$ cat src/rtl/latch_m.sv
// EX/MEM pipeline register: captures execute-stage control and data on every
// rising clk edge and holds them for the memory stage; rst clears to a NOP.
module latch_m #(
  parameter int DATA_W = 32,
  parameter int REG_W  = 5
) (
  input  logic              clk,
  input  logic              rst,
  input  logic              mem_write,
  input  logic              mem_read,
  input  logic              reg_write,
  input  logic              mem_to_reg,
  input  logic              branch,
  input  logic              zero,
  input  logic [DATA_W-1:0] alu_result,
  input  logic [DATA_W-1:0] write_data,
  input  logic [DATA_W-1:0] branch_target,
  input  logic [REG_W-1:0]  write_reg,
  output logic              mem_write_reg,
  output logic              mem_read_reg,
  output logic              reg_write_reg,
  output logic              mem_to_reg_reg,
  output logic              branch_reg,
  output logic              zero_reg,
  output logic [DATA_W-1:0] alu_result_reg,
  output logic [DATA_W-1:0] write_data_reg,
  output logic [DATA_W-1:0] branch_target_reg,
  output logic [REG_W-1:0]  write_reg_reg
);

  // All-zero contents decode as a NOP downstream, so reset needs no special value.
  always_ff @(posedge clk or posedge rst) begin
    if (rst) begin
      mem_write_reg     <= 1'b0;
      mem_read_reg      <= 1'b0;
      reg_write_reg     <= 1'b0;
      mem_to_reg_reg    <= 1'b0;
      branch_reg        <= 1'b0;
      zero_reg          <= 1'b0;
      alu_result_reg    <= '0;
      write_data_reg    <= '0;
      branch_target_reg <= '0;
      write_reg_reg     <= '0;
    end else begin
      mem_write_reg     <= mem_write;
      mem_read_reg      <= mem_read;
      reg_write_reg     <= reg_write;
      mem_to_reg_reg    <= mem_to_reg;
      branch_reg        <= branch;
      zero_reg          <= zero;
      alu_result_reg    <= alu_result;
      write_data_reg    <= write_data;
      branch_target_reg <= branch_target;
      write_reg_reg     <= write_reg;
    end
  end

endmodule

$ cat config.mk
export PLATFORM = sky130hd
export DESIGN_NAME = latch_m
export DESIGN_NICKNAME = d
export VERILOG_FILES = /design/src/rtl/latch_m.sv
export SDC_FILE = /design/constraint.sdc
export NUM_CORES = 1
export LEC_CHECK = 0
export ABC_CLOCK_PERIOD_IN_PS = 3400
export CORE_ASPECT_RATIO = 1.2
export CORE_MARGIN = 4
export CORE_UTILIZATION = 29
export DETAILED_ROUTE_END_ITERATION = 6
export PLACE_DENSITY = 0.75
export RECOVER_POWER = 25
export SYNTH_ARGS = -nofsm -noshare
export SYNTH_HDL_FRONTEND = slang
export SYNTH_SLANG_ARGS = --single-unit
$ cat constraint.sdc
create_clock -name clk -period 3.4 [get_ports clk]
set_clock_uncertainty 0.15 [all_clocks]
set_input_delay 0.51 -clock clk [delete_from_list [all_inputs] [get_ports clk]]
set_output_delay 0.51 -clock clk [all_outputs]
set_load 0.005 [all_outputs]
; After elaboration in Yosys (flattened, before gate mapping)
; Index checks and enable logic that the tools add are counted.
[op_classes]
addsub = 0
mul = 0
n_div = 0
magnitude_cmp = 0
eq_ne = 0
shift = 0
mux = 0
bitwise_logic = 0
n_reduce_logical = 0
[totals]
regBits = 107
latch_bits = 0
mem_bits_rw = 0
mem_bits_ro = 0
input_bits = 109
output_inout_bits = 107
word_cells = 10
mem_count = 0

; Depth between registers and ports, before layout
; Gate-level depths: netlist of run 1.
[logic_depth]
depth_word = 0
mapped_depth = 1
depth_no_buf = 1

; Worst setup path after synthesis of run 1
; Ideal clock, no wire load.
[synth_timing]
path_kind = register -> output
from = register alu_result_reg[0]
to = output port alu_result_reg[0]
arrival_ps = 349
t_required_ps = 2740
slack_ps = 2391
stages_incl_launch_ff = 1
n_path_buf = 0
cell_sequence = dfrtp_1
[synth_lines]
columns = element, line
row1 = start: declaration, 25  ; output logic [DATA_W-1:0] alu_result_reg,
row2 = start signal: assignment, 51  ; alu_result_reg <= alu_result;
; No word-level cell between the ends.

; Worst setup path in the final report of run 1
[layout_timing]
from = register write_data_reg[22]
to = output port write_data_reg[22]
[layout_lines]
columns = element, line
row1 = start: declaration, 26  ; output logic [DATA_W-1:0] write_data_reg,
row2 = start signal: assignment, 52  ; write_data_reg <= write_data;
; No word-level cell between the ends.

==> results of run 1 <==
-- cells by family (layout without fill, tap and decap cells) --
logic type,count (synthesis),in the layout,share of synthesized area
buffers and inverters,1,234,0.00140
flip-flops,107,107,0.999
-- worst min-delay path by stage --
stage / start / depth (start not counted) / end / slack (ns)
2_1_floorplan: alu_result[0] / 0 / alu_result_reg[0]$_DFF_PP0_ / 0.39
5_1_grt: branch_target[20] / 1 / branch_target_reg[20]$_DFF_PP0_ / 0.44
3_3_place_gp: write_data[12] / 1 / write_data_reg[12]$_DFF_PP0_ / 0.80
6_report: rst / 2 / write_reg_reg[1]$_DFF_PP0_ / 0.44
4_1_cts: write_reg[1] / 1 / write_reg_reg[1]$_DFF_PP0_ / 0.41
3_5_place_dp: write_data[2] / 1 / write_data_reg[2]$_DFF_PP0_ / 0.81
-- power by group --
part	switching (uW)	total [uW]	leakage, uW	internal, uW
combinational	76.7	275	0.000877	199
clock	380	801	0.000116	421
sequential	16.9	1350	0.00125	1330
-- cells in the mapped netlist, drive strengths merged --
cell / n / share of area
dfrtp: 107 / 1.0
inv: 1 / 0.0014
-- routing by layer --
layer	GRT usage	routed length, um
met1	0.125	2220
met2	0.207	3220
met3	0.0731	1180
met4	0.0655	147
met5	0	0
-- cell type report --
cell class | instances | share of cell area
clock inverter | 3 | 0.00836
sequential | 107 | 0.511
tap | 120 | 0.0287
clock buffer | 13 | 0.0342
inverter | 1 | 0.00143
timing repair buffer | 217 | 0.416
-- cells in the final DEF (no fill, tap or decap) --
cell type / n
buf_12: 1
buf_4: 1
bufinv_16: 1
clkbuf_8: 13
clkdlybuf4s50_1: 135
clkinv_2: 1
clkinv_4: 1
clkinvlp_4: 1
dfrtp_1: 107
dlygate4sd3_1: 80
-- metrics by stage --
step	instances	utilization	instance area, um^2	worst slack, ns	hold WS, ns
floorplan	108	-	2690	1.45	0.391
global placement	445	0.555	5010	1.50	0.804
detailed placement	445	0.555	5010	1.45	0.808
CTS	461	0.580	5240	1.49	0.409
global route	461	0.580	5240	1.45	0.442
finish	461	0.580	5240	1.53	0.442
==> results.txt, run 1 <==
crit path capture = write_data_reg[22]
Final TNS setup = 0 ns
unrepaired setup endpoints after global routing = no
sequential area share after synthesis = 0.999
total grt overflow = 0
Die Ht = 113 um
via count = 1762
DP Wirelength = 5500 um
die area = 10900 um^2
kind of cell adding the most delay to the critical path = buffers and inverters
global-route wire length before repair = 9910 um
CP bufs+invs = 1
FP Rows = 38
critical path depth in cells = 1
Slew HR = 0.598
slew at the pin with the worst max-slew slack = 0.601 ns
period utilization = 0.550
comb_multi_in = 0
startpoint types = flip-flop
Hold WC Path Type = input port to async pin
drt total wl = 6760 um
Post-DRT Antenna Nets = 0
crit-path max FO = 1
Worst-path clk slew = 0.09 ns
Critical Path, Cell by Cell = clkdlybuf4s50_1
Lkg Pwr = 0.00224 uW
CTS tree = done
number of global-route vias before repair = 1945
hold_buf cts = 0
largest net degree at the start of global routing = 50
Pwr Density = 464 nW/um^2
DRC errors left = 0
post-synth cell types = 2
syn nets = 217
initial antenna violation count = 0
Yosys warning total = 0
setup violators final = 0
Worst EP required = 2.74 ns
Syn Area/Cell = 24.8 um^2
fmax = 535 MHz
total global-route track usage = 0.126
Area growth, synth to finish = 95.3%
worst vdd ir = 0.258 mV
CTS HTree Levels = 3
Fill cells = 691
Setup crit start = write_data_reg[22]$_DFF_PP0_
First-pass DRT Iterations = 4
Post CTS Setup Buffer Count = 0
initial DRC count = 16
Final Hold Viols = 0
PortBufs = 215
area occupied by multi-input gates = 0 um^2
Yosys reg bits = 107
fraction of layout instances using a drive strength above 1 = 0.0557
Slew Viols, Final = 0
WS Path Type = flip-flop to output pin
Total Nets Final = 445
outcome = finished, final reports clean
Syn Inst Count = 108
crit-path max cell delay = 0.51 ns
drt via density = 3.82
Inserted Clock Buffers = 9
CP max-delay cell = clkdlybuf4s50_1
Mapped Area = 2680 um^2
Arr. time, crit path = 1.21 ns
routed len/inst = 14.7 um
number of diodes = 0
final total power = 2430 uW
Die W = 95.8 um
io pins = 216
clock buffer depth = 2
Seq. cell area = 2680 um^2
clock sink total = 107
Initial Util = 0.297
routability cong. = 0.683
CORE AREA = 9030 um^2
post-cts resize count = 0
post-route minimum period = 1.87 ns
max-cap violation count = 0
Root Driver = clkbuf_8
CP endpoint kind = output pin
(Power assumes the default switching activity.)
==> run 2: changes to the inputs <==
--- a/config.mk
+++ b/config.mk
@@ -5,12 +5,12 @@
 export SDC_FILE = /design/constraint.sdc
 export NUM_CORES = 1
 export LEC_CHECK = 0
-export ABC_CLOCK_PERIOD_IN_PS = 3400
+export ABC_CLOCK_PERIOD_IN_PS = 1850
 export CORE_ASPECT_RATIO = 1.2
 export CORE_MARGIN = 4
-export CORE_UTILIZATION = 29
+export CORE_UTILIZATION = 32
 export DETAILED_ROUTE_END_ITERATION = 6
-export PLACE_DENSITY = 0.75
+export PLACE_DENSITY = 0.79
 export RECOVER_POWER = 25
 export SYNTH_ARGS = -nofsm -noshare
 export SYNTH_HDL_FRONTEND = slang
==> constraint.sdc (replaced) <==
create_clock -name clk -period 1.85 [get_ports clk]
set_clock_uncertainty 0.15 [all_clocks]
set_input_delay 0.2775 -clock clk [delete_from_list [all_inputs] [get_ports clk]]
set_output_delay 0.2775 -clock clk [all_outputs]
set_load 0.005 [all_outputs]
==> run 2 against run 1 <==
Global-route usage grew 1.8 points. Die area shrank 8.7%. Highest routed layer is now met5. Largest cell class unchanged. Flip-flop and latch count is the same. Worst setup slack lost 1.3 ns. Clock power grew 70%. Critical endpoint is now write_data_reg[6].
==> results.txt, run 2 (same netlist as run 1, synthesis figures left out) <==
outcome = finished, final reports clean (unchanged)
final core occ = 0.639 (was 0.580)
Slew HR = 0.773 (was 0.598)
max-cap violation count = 0 (unchanged)
via count = 1749 (was 1762)
Post-DRT Antenna Nets = 0 (unchanged)
CTS tree = done (unchanged)
DRC errors left = 0 (unchanged)
drt via density = 3.85 (was 3.82)
startpoint types = flip-flop (unchanged)
Final Hold Viols = 0 (unchanged)
post-route minimum period = 1.65 ns
Initial Util = 0.329 (was 0.297)
hold_buf cts = 0 (unchanged)
DP Wirelength = 5580 um (was 5500 um)
io pins = 216 (unchanged)
post-cts resize count = 0 (unchanged)
Fill cells = 605 (was 691)
total global-route track usage = 0.144 (was 0.126)
slew at the pin with the worst max-slew slack = 0.340 ns (was 0.601 ns)
number of global-route vias before repair = 1935 (was 1945)
Final TNS setup = 0 ns (unchanged)
Slew Viols, Final = 0 (unchanged)
Die Ht = 108 um (was 113 um)
routability cong. = 0.709 (was 0.683)
CORE AREA = 8150 um^2 (was 9030 um^2)
setup violators final = 0 (unchanged)
WS Path Type = flip-flop to output pin (unchanged)
Total Nets Final = 445 (unchanged)
drt total wl = 6910 um (was 6760 um)
number of diodes = 0 (unchanged)
CP max-delay cell = clkdlybuf4s50_1 (unchanged)
First-pass DRT Iterations = 2 (was 4)
CP bufs+invs = 1 (unchanged)
routed len/inst = 15.2 um (was 14.7 um)
Lkg Pwr = 0.00223 uW (was 0.00224 uW)
commonest cells after routing, fill and taps aside = clkdlybuf4s50_1, dfrtp_1, dlygate4sd3_1, clkbuf_8, clkinv_2 (was clkdlybuf4s50_1, dfrtp_1, dlygate4sd3_1, clkbuf_8)
die area = 9910 um^2 (was 10900 um^2)
initial DRC count = 41 (was 16)
largest net degree at the start of global routing = 54 (was 50)
PortBufs = 215 (unchanged)
Seq. cell area = 2680 um^2 (unchanged)
global-route wire length before repair = 10300 um (was 9910 um)
comb_multi_in = 0 (unchanged)
Area growth, synth to finish = 94.4% (was 95.3%)
Arr. time, crit path = 1.22 ns (was 1.21 ns)
Hold WC Path Type = input port to async pin (unchanged)
total grt overflow = 0 (unchanged)
fraction of layout instances using a drive strength above 1 = 0.0529 (was 0.0557)
period utilization = 0.890
worst vdd ir = 0.590 mV (was 0.258 mV)
Worst-path clk slew = 0.09 ns (about the same)
unrepaired setup endpoints after global routing = no (unchanged)
clock sink total = 107 (unchanged)
area occupied by multi-input gates = 0 um^2 (unchanged)
Root Driver = clkbuf_8 (unchanged)
Inserted Clock Buffers = 9 (unchanged)
fmax = 608 MHz
crit-path max FO = 1 (unchanged)
crit-path max cell delay = 0.53 ns (was 0.51 ns)
initial antenna violation count = 1 (was 0)
clock buffer depth = 2 (unchanged)
kind of cell adding the most delay to the critical path = buffers and inverters (unchanged)
Critical Path, Cell by Cell = clkdlybuf4s50_1 (unchanged)
Worst EP required = 1.42 ns (was 2.74 ns)
critical path depth in cells = 1 (unchanged)
CP endpoint kind = output pin (unchanged)
FP Rows = 36 (was 38)
Pwr Density = 836 nW/um^2 (was 464 nW/um^2)
Post CTS Setup Buffer Count = 0 (unchanged)
Die W = 91.6 um (was 95.8 um)
commonest non-fill, non-tap cell in the layout = clkdlybuf4s50_1 (unchanged)
CTS HTree Levels = 3 (unchanged)
==> run 2: cell types whose count changed in the layout (fill, tap and decap cells not counted), sizes merged <==
cell and change:
clkbuf -3, clkinv +2
==> run 2: through the flow <==
step / power, uW / setup WS (ns) / hold slack, ns / instance area, um^2 / instances
after global routing: 4560 / 0.142 / 0.0857 / 5210 / 454
final: 4360 / 0.204 / 0.0815 / 5210 / 454
after floorplan: 2590 / 0.135 / 0.159 / 2690 / 108
after global placement: 3070 / 0.511 / 0.479 / 5020 / 439
after CTS: 4460 / 0.172 / 0.0655 / 5210 / 454
after detailed placement: 3090 / 0.503 / 0.472 / 5020 / 439
==> run 2: cell type report <==
class | count | area share
clock inverters | 5 | 0.0103
inverters | 1 | 0.00144
well taps | 114 | 0.0274
clock buffers | 10 | 0.0264
repair buffers | 217 | 0.421
flip-flops and latches | 107 | 0.514
==> run 2: per-layer routing <==
| metal | part of all wire | global-route usage |
|---|---|---|
| met1 | 0.30 | 0.134 |
| met2 | 0.56 | 0.254 |
| met3 | 0.10 | 0.0619 |
| met4 | 0.032 | 0.0991 |
| met5 | 0.0019 | 0 |
==> run 2: final timing paths <==
check,slack (ns),from,to
worst max-delay path,0.20,write_data_reg[6]$_DFF_PP0_,write_data_reg[6]
worst min-delay path,0.08,rst,branch_target_reg[27]$_DFF_PP0_
min in group clk,0.20,alu_result[21],alu_result_reg[21]$_DFF_PP0_
max in group asynchronous,0.90,rst,alu_result_reg[15]$_DFF_PP0_
==> run 2: power by group <==
| part | switching [uW] | total, uW | internal [uW] |
|---|---|---|---|
| logic | 142 | 510 | 368 |
| registers | 30.7 | 2480 | 2450 |
| clock network | 713 | 1360 | 651 |
| total | 885 | 4360 | 3470 |
